`src/rtl/wakeup_latency_pipe_pkg.sv`:
```
// Shared scheduler types: the design-wide latency ceiling and the latency
// field type used by issue logic.
package SchedulerTypes;

  localparam int WAKEUP_MAX_LATENCY = 4;
  localparam int ISSUE_LATENCY_WIDTH = $clog2(WAKEUP_MAX_LATENCY + 1);

  typedef logic [ISSUE_LATENCY_WIDTH-1:0] IssueLatencyPath;

  function automatic logic isLegalLatency(input int lat, input int maxLat);
    return (lat >= 1) && (lat <= maxLat);
  endfunction

endpackage

```
`src/rtl/wakeup_latency_lane.sv`:
```
// One issue lane: a MAX_LATENCY-deep shifter of {valid, regNum}, where slot k
// broadcasts in k+1 cycles, plus the slot-free vector and an error pulse.
module wakeup_latency_lane
  import SchedulerTypes::*;
#(
  parameter int MAX_LATENCY       = WAKEUP_MAX_LATENCY,
  parameter int REG_NUM_BIT_WIDTH = 7
) (
  input  logic                               clk,
  input  logic                               rst,
  input  logic                               flush,
  input  logic                               issue,
  input  logic                               issueDstValid,
  input  logic [REG_NUM_BIT_WIDTH-1:0]       issueDstRegNum,
  input  logic [$clog2(MAX_LATENCY+1)-1:0]   issueLatency,
  output logic [MAX_LATENCY-1:0]             slotFree,
  output logic                               wakeup,
  output logic                               wakeupDstValid,
  output logic [REG_NUM_BIT_WIDTH-1:0]       wakeupDstRegNum,
  output logic                               errorPulse
);

  typedef logic [REG_NUM_BIT_WIDTH-1:0] RegNumPath;

  logic [MAX_LATENCY-1:0] slotValid;
  RegNumPath              slotRegNum [MAX_LATENCY];
  logic                   latLegal;
  logic                   targetFree;
  logic                   active;
  logic                   accept;

  // Slot L-1 becomes slot L's shifted content next cycle, so it is free
  // exactly when slot L is empty; the top slot always shifts in empty.
  for (genvar k = 0; k < MAX_LATENCY; k++) begin : g_free
    if (k == MAX_LATENCY - 1) begin : g_top
      assign slotFree[k] = 1'b1;
    end else begin : g_mid
      assign slotFree[k] = !slotValid[k+1];
    end
  end

  always_comb begin
    targetFree = 1'b0;
    for (int k = 0; k < MAX_LATENCY; k++) begin
      if (int'(issueLatency) == k + 1) targetFree = slotFree[k];
    end
  end

  assign latLegal   = isLegalLatency(int'(issueLatency), MAX_LATENCY);
  assign active     = issue && issueDstValid && !rst && !flush;
  assign accept     = active && latLegal && targetFree;
  assign errorPulse = active && !(latLegal && targetFree);

  always_ff @(posedge clk) begin
    if (rst || flush) begin
      slotValid <= '0;
    end else begin
      slotValid <= slotValid >> 1;
      for (int k = 0; k < MAX_LATENCY; k++) begin
        if (accept && (int'(issueLatency) == k + 1)) slotValid[k] <= 1'b1;
      end
    end
  end

  // Register numbers are qualified by slotValid, so they carry no reset.
  always_ff @(posedge clk) begin
    for (int k = 0; k < MAX_LATENCY - 1; k++) begin
      slotRegNum[k] <= slotRegNum[k+1];
    end
    for (int k = 0; k < MAX_LATENCY; k++) begin
      if (accept && (int'(issueLatency) == k + 1)) slotRegNum[k] <= issueDstRegNum;
    end
  end

  assign wakeup          = slotValid[0];
  assign wakeupDstValid  = slotValid[0];
  assign wakeupDstRegNum = slotRegNum[0];

endmodule

```
`src/rtl/wakeup_latency_pipe.sv`:
```
// Fixed-latency wakeup pipeline: one slot shifter per issue lane feeding the
// ready bit table, with a sticky flag for illegal latencies and collisions.
module wakeup_latency_pipe
  import SchedulerTypes::*;
#(
  parameter int ISSUE_WIDTH       = 2,
  parameter int MAX_LATENCY       = WAKEUP_MAX_LATENCY,
  parameter int REG_NUM_BIT_WIDTH = 7
) (
  input  logic                              clk,
  input  logic                              rst,
  input  logic                              flush,
  input  logic [ISSUE_WIDTH-1:0]            issue,
  input  logic [ISSUE_WIDTH-1:0]            issueDstValid,
  input  logic [REG_NUM_BIT_WIDTH-1:0]      issueDstRegNum [ISSUE_WIDTH],
  input  logic [$clog2(MAX_LATENCY+1)-1:0]  issueLatency [ISSUE_WIDTH],
  output logic [MAX_LATENCY-1:0]            latencySlotFree [ISSUE_WIDTH],
  output logic [ISSUE_WIDTH-1:0]            wakeup,
  output logic [ISSUE_WIDTH-1:0]            wakeupDstValid,
  output logic [REG_NUM_BIT_WIDTH-1:0]      wakeupDstRegNum [ISSUE_WIDTH],
  output logic                              conflictError
);

  // issue is a one-cycle strobe with no backpressure: the scheduler must
  // consult latencySlotFree before issuing; a refused op is dropped and flagged.
  logic [ISSUE_WIDTH-1:0] errorPulse;

  for (genvar i = 0; i < ISSUE_WIDTH; i++) begin : g_lane
    wakeup_latency_lane #(
      .MAX_LATENCY      (MAX_LATENCY),
      .REG_NUM_BIT_WIDTH(REG_NUM_BIT_WIDTH)
    ) u_lane (
      .clk            (clk),
      .rst            (rst),
      .flush          (flush),
      .issue          (issue[i]),
      .issueDstValid  (issueDstValid[i]),
      .issueDstRegNum (issueDstRegNum[i]),
      .issueLatency   (issueLatency[i]),
      .slotFree       (latencySlotFree[i]),
      .wakeup         (wakeup[i]),
      .wakeupDstValid (wakeupDstValid[i]),
      .wakeupDstRegNum(wakeupDstRegNum[i]),
      .errorPulse     (errorPulse[i])
    );
  end

  always_ff @(posedge clk) begin
    if (rst) conflictError <= 1'b0;
    else     conflictError <= conflictError | (|errorPulse);
  end

endmodule
```
`config.mk`:
```
export PLATFORM = sky130hd
export DESIGN_NAME = wakeup_latency_pipe
export DESIGN_NICKNAME = d
export VERILOG_FILES = /design/src/rtl/wakeup_latency_pipe_pkg.sv /design/src/rtl/wakeup_latency_lane.sv /design/src/rtl/wakeup_latency_pipe.sv
export SDC_FILE = /design/constraint.sdc
export NUM_CORES = 1
export LEC_CHECK = 0
export ABC_AREA = 1
export CAP_MARGIN = 20
export CORE_MARGIN = 4
export CORE_UTILIZATION = 40
export CTS_BUF_LIST = sky130_fd_sc_hd__clkbuf_16
export CTS_CLUSTER_DIAMETER = 40
export DETAILED_ROUTE_END_ITERATION = 12
export PLACE_DENSITY_LB_ADDON = 0.3
export SYNTH_ARGS = -nofsm -noshare
export SYNTH_HDL_FRONTEND = slang
export SYNTH_HIERARCHICAL = 1
export SYNTH_SLANG_ARGS = --single-unit
```
`constraint.sdc`:
```
create_clock -name clk -period 1.6 [get_ports clk]
set_input_delay 0.24 -clock clk [delete_from_list [all_inputs] [get_ports clk]]
set_output_delay 0.24 -clock clk [all_outputs]
set_load 0.005 [all_outputs]
```
==> flow_summary.yaml, run 1 <==
cts:
  cts-root-buf: "clkbuf_16"
  postCtsSetupBuffers: 0
  cts.htree.levels: 3
  cts_made_buffers: 9
  holdBufCountCts: 0
  clk_latency_ns: 0.32
  cts_tree: "done"
  clk_path_buf_depth: 2
  cts.clk_slew.worst_paths_ns: 0.05
  cts.sinks: 65
  cts_resized: 0
global_routing:
  grt_usage_pct: 16.30
  grt_overflow: 0
  grt_max_degree: 17
  antenna_found_initial: 0
  grt_pass1_wl_um: 9763
  grt_pass1_vias: 2073
power_and_ir_drop:
  p_int_mw: 3.028
  switching_share_pct: 21.64
  seq_power_share_pct: 43.9
  total_power_mw: 3.864
  power_density_nw_per_um2: 1054
  pwr-share-comb_pct: 8.0
  switchingPower_uw: 836.4
  vdd_drop_max_mv: 0.8942
  power_leakage_nw: 1.557
  p_clk_share_pct: 48.1
yosys:
  ys_types: 21
  syn-num-nets: 295
  synthTopCellsByArea: "dfxtp_1 39%, edfxtp_1 16%, nand2_1 13%, nand4_1 11%, nand3_4 4.0%"
  synth_top_area_share_pct: 38.86
  syn_area_um2: 2628
  synth_cells: 268
  ys_seq_area_share_pct: 54.86
  yosysTopAreaCell: "dfxtp_1"
  syn_avg_cell_area_um2: 9.804
  yosys_register_bits: 65
  synth_warnings: 6
sta:
  rsz0062_at_grt: "false"
  post-route-period-util_pct: 93.16
  timing.fmax_mhz: 670.9
  setup_viol_count_final: 0
  drv_slew: 0
  period_minus_slack_ns: 1.491
  hold_viol: 0
  finClkSkew_ns: 0.005129
  finalHoldWorstSlack_ns: 0.4138
hold_path:
  worstHoldPathType: "reg -> reg"
floorplanning:
  fp.dieW_um: 89.05
  start_util_pct: 41.38
  io_pins: 54
  fp.dieH_um: 89.05
  rows: 29
  core_region_area_um2: 6350
  die_area_um2: 7930
final_layout:
  layout-drive-gt1-share_pct: 21.07
  nFillCells: 536
  nets: 378
  area_growth_syn_to_layout_pct: 39.57
  antenna_cells: 0
worst_setup_path:
  crit_buf_inv: 2
  crit_slowest_cell: "clkdlybuf4s50_1"
  critPathArrivalTime_ns: 1.25
  setup.worst_path.class: "reg -> out"
  endpoint_kind: "output pin"
  cp-start-kind: "register"
  cp.required_ns: 1.36
  r2r_slack_ns: 0.31
  cpLargestDelayFamily: "buffers and inverters"
  crit_chain: "inv_1 > clkdlybuf4s50_1"
  critPathMaxStageDelay_ns: 0.53
  cp_max_fo: 2
route:
  routed_wirelength_um: 5873
  drt_iter0_drc: 106
  vias: 2135
  wire_per_inst_um: 13.56
  via_per_inst: 4.931
  drt_first_pass_iters: 4
  ant_nets: 0
  drt_drc_violations_left: 0
place:
  gp_congestion: 0.7837
  hpwlAfterDp_um: 4141
  io_buffers: 51
job:
  max_cap_violations: 0
run_status:
  status: "finished, final reports clean"
[tightest hold or removal path: stages (launching register included)]
cell and delay [ns]:
dfxtp_1 0.30, nand2_1 0.04, nand2_1 0.04
[placed cells by master, fill, tap and decap left out, types with 6 or more instances in the layout]
cell	instances
nor2_1	9
buf_4	31
inv_1	15
nand2_1	88
edfxtp_1	14
nand3_4	6
dfxtp_1	51
clkbuf_16	9
clkdlybuf4s50_1	51
nand4_1	46
[final cells by class]
| type | count | area, µm² | area share, % |
|---|---|---|---|
| repair buffers | 84 | 783.3 | 21.36 |
| clock buffers | 9 | 225.2 | 6.141 |
| inverters | 13 | 48.80 | 1.331 |
| well taps | 77 | 96.34 | 2.627 |
| multi-input cells | 178 | 1010 | 27.53 |
| flip-flops and latches | 65 | 1441 | 39.30 |
| clock inverters | 7 | 62.56 | 1.706 |
[per-stage QoR]
stage          cells  util (%)  instance area, µm²  worst slack [ns]  setup TNS, ns
2_1_floorplan    268         -                2628           0.06050              0
6_report         433     57.75                3667            0.1094              0
4_1_cts          433     57.75                3667           0.08563              0
3_3_place_gp     417     53.22                3379          -0.09304         -4.038
5_1_grt          433     57.75                3667           0.05746              0
3_5_place_dp     417     53.22                3379           -0.1534         -6.786
[kinds of logic (layout without fill, tap and decap cells)]
| family | after synthesis | count (layout) | share of synthesized area, % |
|---|---|---|---|
| AO/OA/AOI/OAI | 7 | 7 | 1.904 |
| other | 2 | 2 | 0.2858 |
| AND/OR/NAND/NOR | 169 | 169 | 36.24 |
| buffers and inverters | 25 | 113 | 6.714 |
| flip-flops | 65 | 65 | 54.86 |
[synthesized netlist by cell type]
| master | n |
|---|---|
| buf_4 | 6 |
| nand2_4 | 4 |
| dfxtp_1 | 51 |
| a21oi_1 | 3 |
| nor2_2 | 2 |
| inv_1 | 13 |
| nor3_4 | 2 |
| nand2_1 | 88 |
| nand2_2 | 2 |
| buf_6 | 2 |
| a21oi_2 | 4 |
| nand3_4 | 6 |
| nor2_1 | 9 |
| or2_4 | 2 |
| nor2_4 | 4 |
| nand3_1 | 2 |
| buf_8 | 4 |
| edfxtp_1 | 14 |
| conb_1 | 2 |
| nand3_2 | 2 |
| nand4_1 | 46 |
[sequential cells by signal, summed over array words and instances (netlist names)]
name / count
conflictError: 1
g_lane.u_lane/slotRegNum: 56
g_lane.u_lane/slotValid: 8
[path summary, 6_finish.rpt]
path / to / from / cells after the start
max: latencySlotFree[1] / g_lane[1].u_lane/slotValid[2]$_SDFF_PP0_ / 2
min reg2reg: g_lane[1].u_lane/slotRegNum[1][1]$_DFF_P_ / g_lane[1].u_lane/slotRegNum[2][1]$_DFF_P_ / 2
max reg2reg: g_lane[0].u_lane/slotRegNum[0][3]$_DFF_P_ / g_lane[0].u_lane/slotValid[1]$_SDFF_PP0_ / 8
min: g_lane[1].u_lane/slotRegNum[1][1]$_DFF_P_ / g_lane[1].u_lane/slotRegNum[2][1]$_DFF_P_ / 2
[power by group through the flow]
stage / combinational (mW) / sequential (mW) / clock, mW
floorplan: 0.150 / 1.73 / 0
global placement: 0.300 / 1.73 / 0
detailed placement: 0.307 / 1.73 / 0
CTS: 0.309 / 1.70 / 1.89
global route: 0.332 / 1.70 / 1.97
finish: 0.310 / 1.70 / 1.86
[routing by layer]
layer	wire [µm]	GRT usage [%]	vias up
met1	2668	20.15	991
met3	329	4.793	5
met4	52	6.225	0
met2	2823	26.92	58
li1	-	-	1081
met5	0	0	-
(Power assumes the default switching activity.)
==> run 2, diff against run 1 <==
--- a/config.mk
+++ b/config.mk
@@ -13,6 +13,7 @@
 export CTS_CLUSTER_DIAMETER = 40
 export DETAILED_ROUTE_END_ITERATION = 12
 export PLACE_DENSITY_LB_ADDON = 0.3
+export RECOVER_POWER = 100
 export SYNTH_ARGS = -nofsm -noshare
 export SYNTH_HDL_FRONTEND = slang
 export SYNTH_HIERARCHICAL = 1
==> run 2 against run 1 <==
Net effect:
- clock-buffer cell count is the same
- non-clock buffer count unchanged
- clock skew about the same
- first-iteration DRC count grew 13%
- total power down 0.40%
- via count is 0.75% higher
- die area unchanged
- final area decreased by 0.82%
- critical path type unchanged
==> flow_summary.yaml, run 2 (synthesized netlist as in run 1, its figures left out) <==
sta:
  finalHoldWorstSlack_ns: 0.4137
  setup_viol_count_final: 0
  hold_viol: 0
  rsz0062_at_grt: "false"
  post-route-period-util_pct: 94.79
  drv_slew: 0
  timing.fmax_mhz: 659.4
  worst_slack_ns: 0.08338
  finClkSkew_ns: 0.005285
  period_minus_slack_ns: 1.517
worst_setup_path:
  crit_slowest_cell: "dlygate4sd3_1"
  critPathLaunch: "g_lane[0].u_lane/slotValid[3]$_SDFF_PP0_"
  crit_buf_inv: 2
  cp.required_ns: 1.36
  r2r_slack_ns: 0.30
  reg2reg_from: "g_lane[0].u_lane/slotValid[1]$_SDFF_PP0_"
  critPathArrivalTime_ns: 1.28
  crit_chain: "inv_1 > dlygate4sd3_1"
  cp-start-kind: "register"
  critPathMaxStageDelay_ns: 0.57
  cp_max_fo: 2
  cpLargestDelayFamily: "buffers and inverters"
  worstSetupPathDepth: 2
  endpoint_kind: "output pin"
  reg2reg_depth: 8
  reg2reg_to: "g_lane[0].u_lane/slotRegNum[1][4]$_DFF_P_"
  setup.worst_path.class: "reg -> out"
route:
  ant_nets: 0
  drt_iter0_drc: 120
  drt_drc_violations_left: 0
  drt_first_pass_iters: 4
  wire_per_inst_um: 13.55
  via_per_inst: 4.968
  vias: 2151
  routed_wirelength_um: 5866
cts:
  cts_resized: 0
  cts.clk_slew.worst_paths_ns: 0.05
  holdBufCountCts: 0
  cts.sinks: 65
  cts_tree: "done"
  cts-root-buf: "clkbuf_16"
  postCtsSetupBuffers: 0
  clk_path_buf_depth: 2
  clk_latency_ns: 0.32
  cts.htree.levels: 3
  cts_made_buffers: 9
global_routing:
  grt_pass1_vias: 2073
  grtUsageMet3_pct: 4.793
  met1_usage_pct: 20.15
  grt_overflow: 0
  met2_usage_pct: 26.92
  antenna_found_initial: 0
  grt_usage_pct: 16.30
  top_usage_layer: "met2"
  grt_max_degree: 17
  grt_pass1_wl_um: 9763
floorplanning:
  core_region_area_um2: 6350
  start_util_pct: 41.38
  die_area_um2: 7930
  rows: 29
  io_pins: 54
  fp.dieH_um: 89.05
  fp.dieW_um: 89.05
hold_path:
  worstHoldStart: "g_lane[1].u_lane/slotRegNum[2][1]$_DFF_P_"
  min_to: "g_lane[1].u_lane/slotRegNum[1][1]$_DFF_P_"
  hold_depth: 2
  worstHoldPathType: "reg -> reg"
final_layout:
  top_register: "g_lane.u_lane/slotRegNum"
  area_growth_syn_to_layout_pct: 38.43
  nets: 378
  final_common_cell: "nand2_1"
  top_regs: "g_lane.u_lane/slotRegNum (56), g_lane.u_lane/slotValid (8), conflictError (1)"
  antenna_cells: 0
  mostFrequentLayoutCells: "88 x nand2_1, 51 x dfxtp_1, 46 x nand4_1, 34 x dlygate4sd3_1, 29 x buf_4"
  finalCoreUtilization_pct: 57.28
  final_area_um2: 3637
  layout-drive-gt1-share_pct: 20.22
  largest_reg_flops: 56
power_and_ir_drop:
  power_leakage_nw: 1.570
  total_power_mw: 3.849
  p_int_mw: 3.015
  p_clk_share_pct: 48.3
  vdd_drop_max_mv: 0.8870
  power_density_nw_per_um2: 1058
  switchingPower_uw: 833.6
  switching_share_pct: 21.66
  seq_power_share_pct: 44.1
  pwr-share-comb_pct: 7.7
place:
  placed_area_um2: 3379
  post-place-ws_ns: -0.1534
  gp_congestion: 0.7837
  io_buffers: 51
  hpwlAfterDp_um: 4141
run_status:
  status: "finished, final reports clean"
job:
  max_cap_violations: 0
-- run 2: changes by cell type in the layout (fill, tap and decap cells not counted), moves of 2 or more --
cell | before | now
clkdlybuf4s50_1 | 51 | 17
dlygate4sd3_1 | 0 | 34
clkbuf_2 | 0 | 2
buf_4 | 31 | 29
or2_4 | 2 | 0
or2_0 | 0 | 2
nand3_4 | 6 | 4
-- run 2: routing by layer --
layer  wire [µm]  vias up
li1            -     1084
met1        2645     1003
met2        2839       57
met3         318        7
met4          63        0
met5           0        -
-- run 2: power groups by stage --
| stage | Sequential (mW) | Combinational, mW | Clock [mW] |
|---|---|---|---|
| 2_1_floorplan | 1.73 | 0.150 | 0 |
| 3_3_place_gp | 1.73 | 0.300 | 0 |
| 3_5_place_dp | 1.73 | 0.307 | 0 |
| 4_1_cts | 1.70 | 0.309 | 1.89 |
| 5_1_grt | 1.70 | 0.316 | 1.97 |
| 6_report | 1.70 | 0.295 | 1.86 |
-- run 2: cell type report --
class                   instances  area [µm²]
flip-flops and latches         65        1441
inverters                      13       48.80
well taps                      77       96.34
clock buffers                   9       225.2
clock inverters                 7       62.56
repair buffers                 84       778.2
fillers                       540        2713
multi-input cells             178       984.7
-- run 2: worst max-delay path by stage --
| stage | to | slack (ns) |
|---|---|---|
| final | latencySlotFree[6] | 0.08 |
| after global routing | g_lane[0].u_lane/slotRegNum[2][5]$_DFF_P_ | 0.03 |
| after detailed placement | g_lane[0].u_lane/slotRegNum[0][2]$_DFF_P_ | -0.15 |
| after floorplan | g_lane[0].u_lane/slotRegNum[3][0]$_DFFE_PP_ | 0.06 |
| after global placement | g_lane[0].u_lane/slotRegNum[0][2]$_DFF_P_ | -0.09 |
| after CTS | latencySlotFree[1] | 0.09 |
-- run 2: per-stage QoR --
step / TNS (ns) / cells
6_report: 0 / 433
4_1_cts: 0 / 433
5_1_grt: 0 / 433
3_5_place_dp: -6.786 / 417
3_3_place_gp: -4.038 / 417
2_1_floorplan: 0 / 268
-- run 2: worst min-delay path, stage by stage (launching register included) --
cell and delay, ns:
dfxtp_1 0.30, nand2_1 0.04, nand2_1 0.04
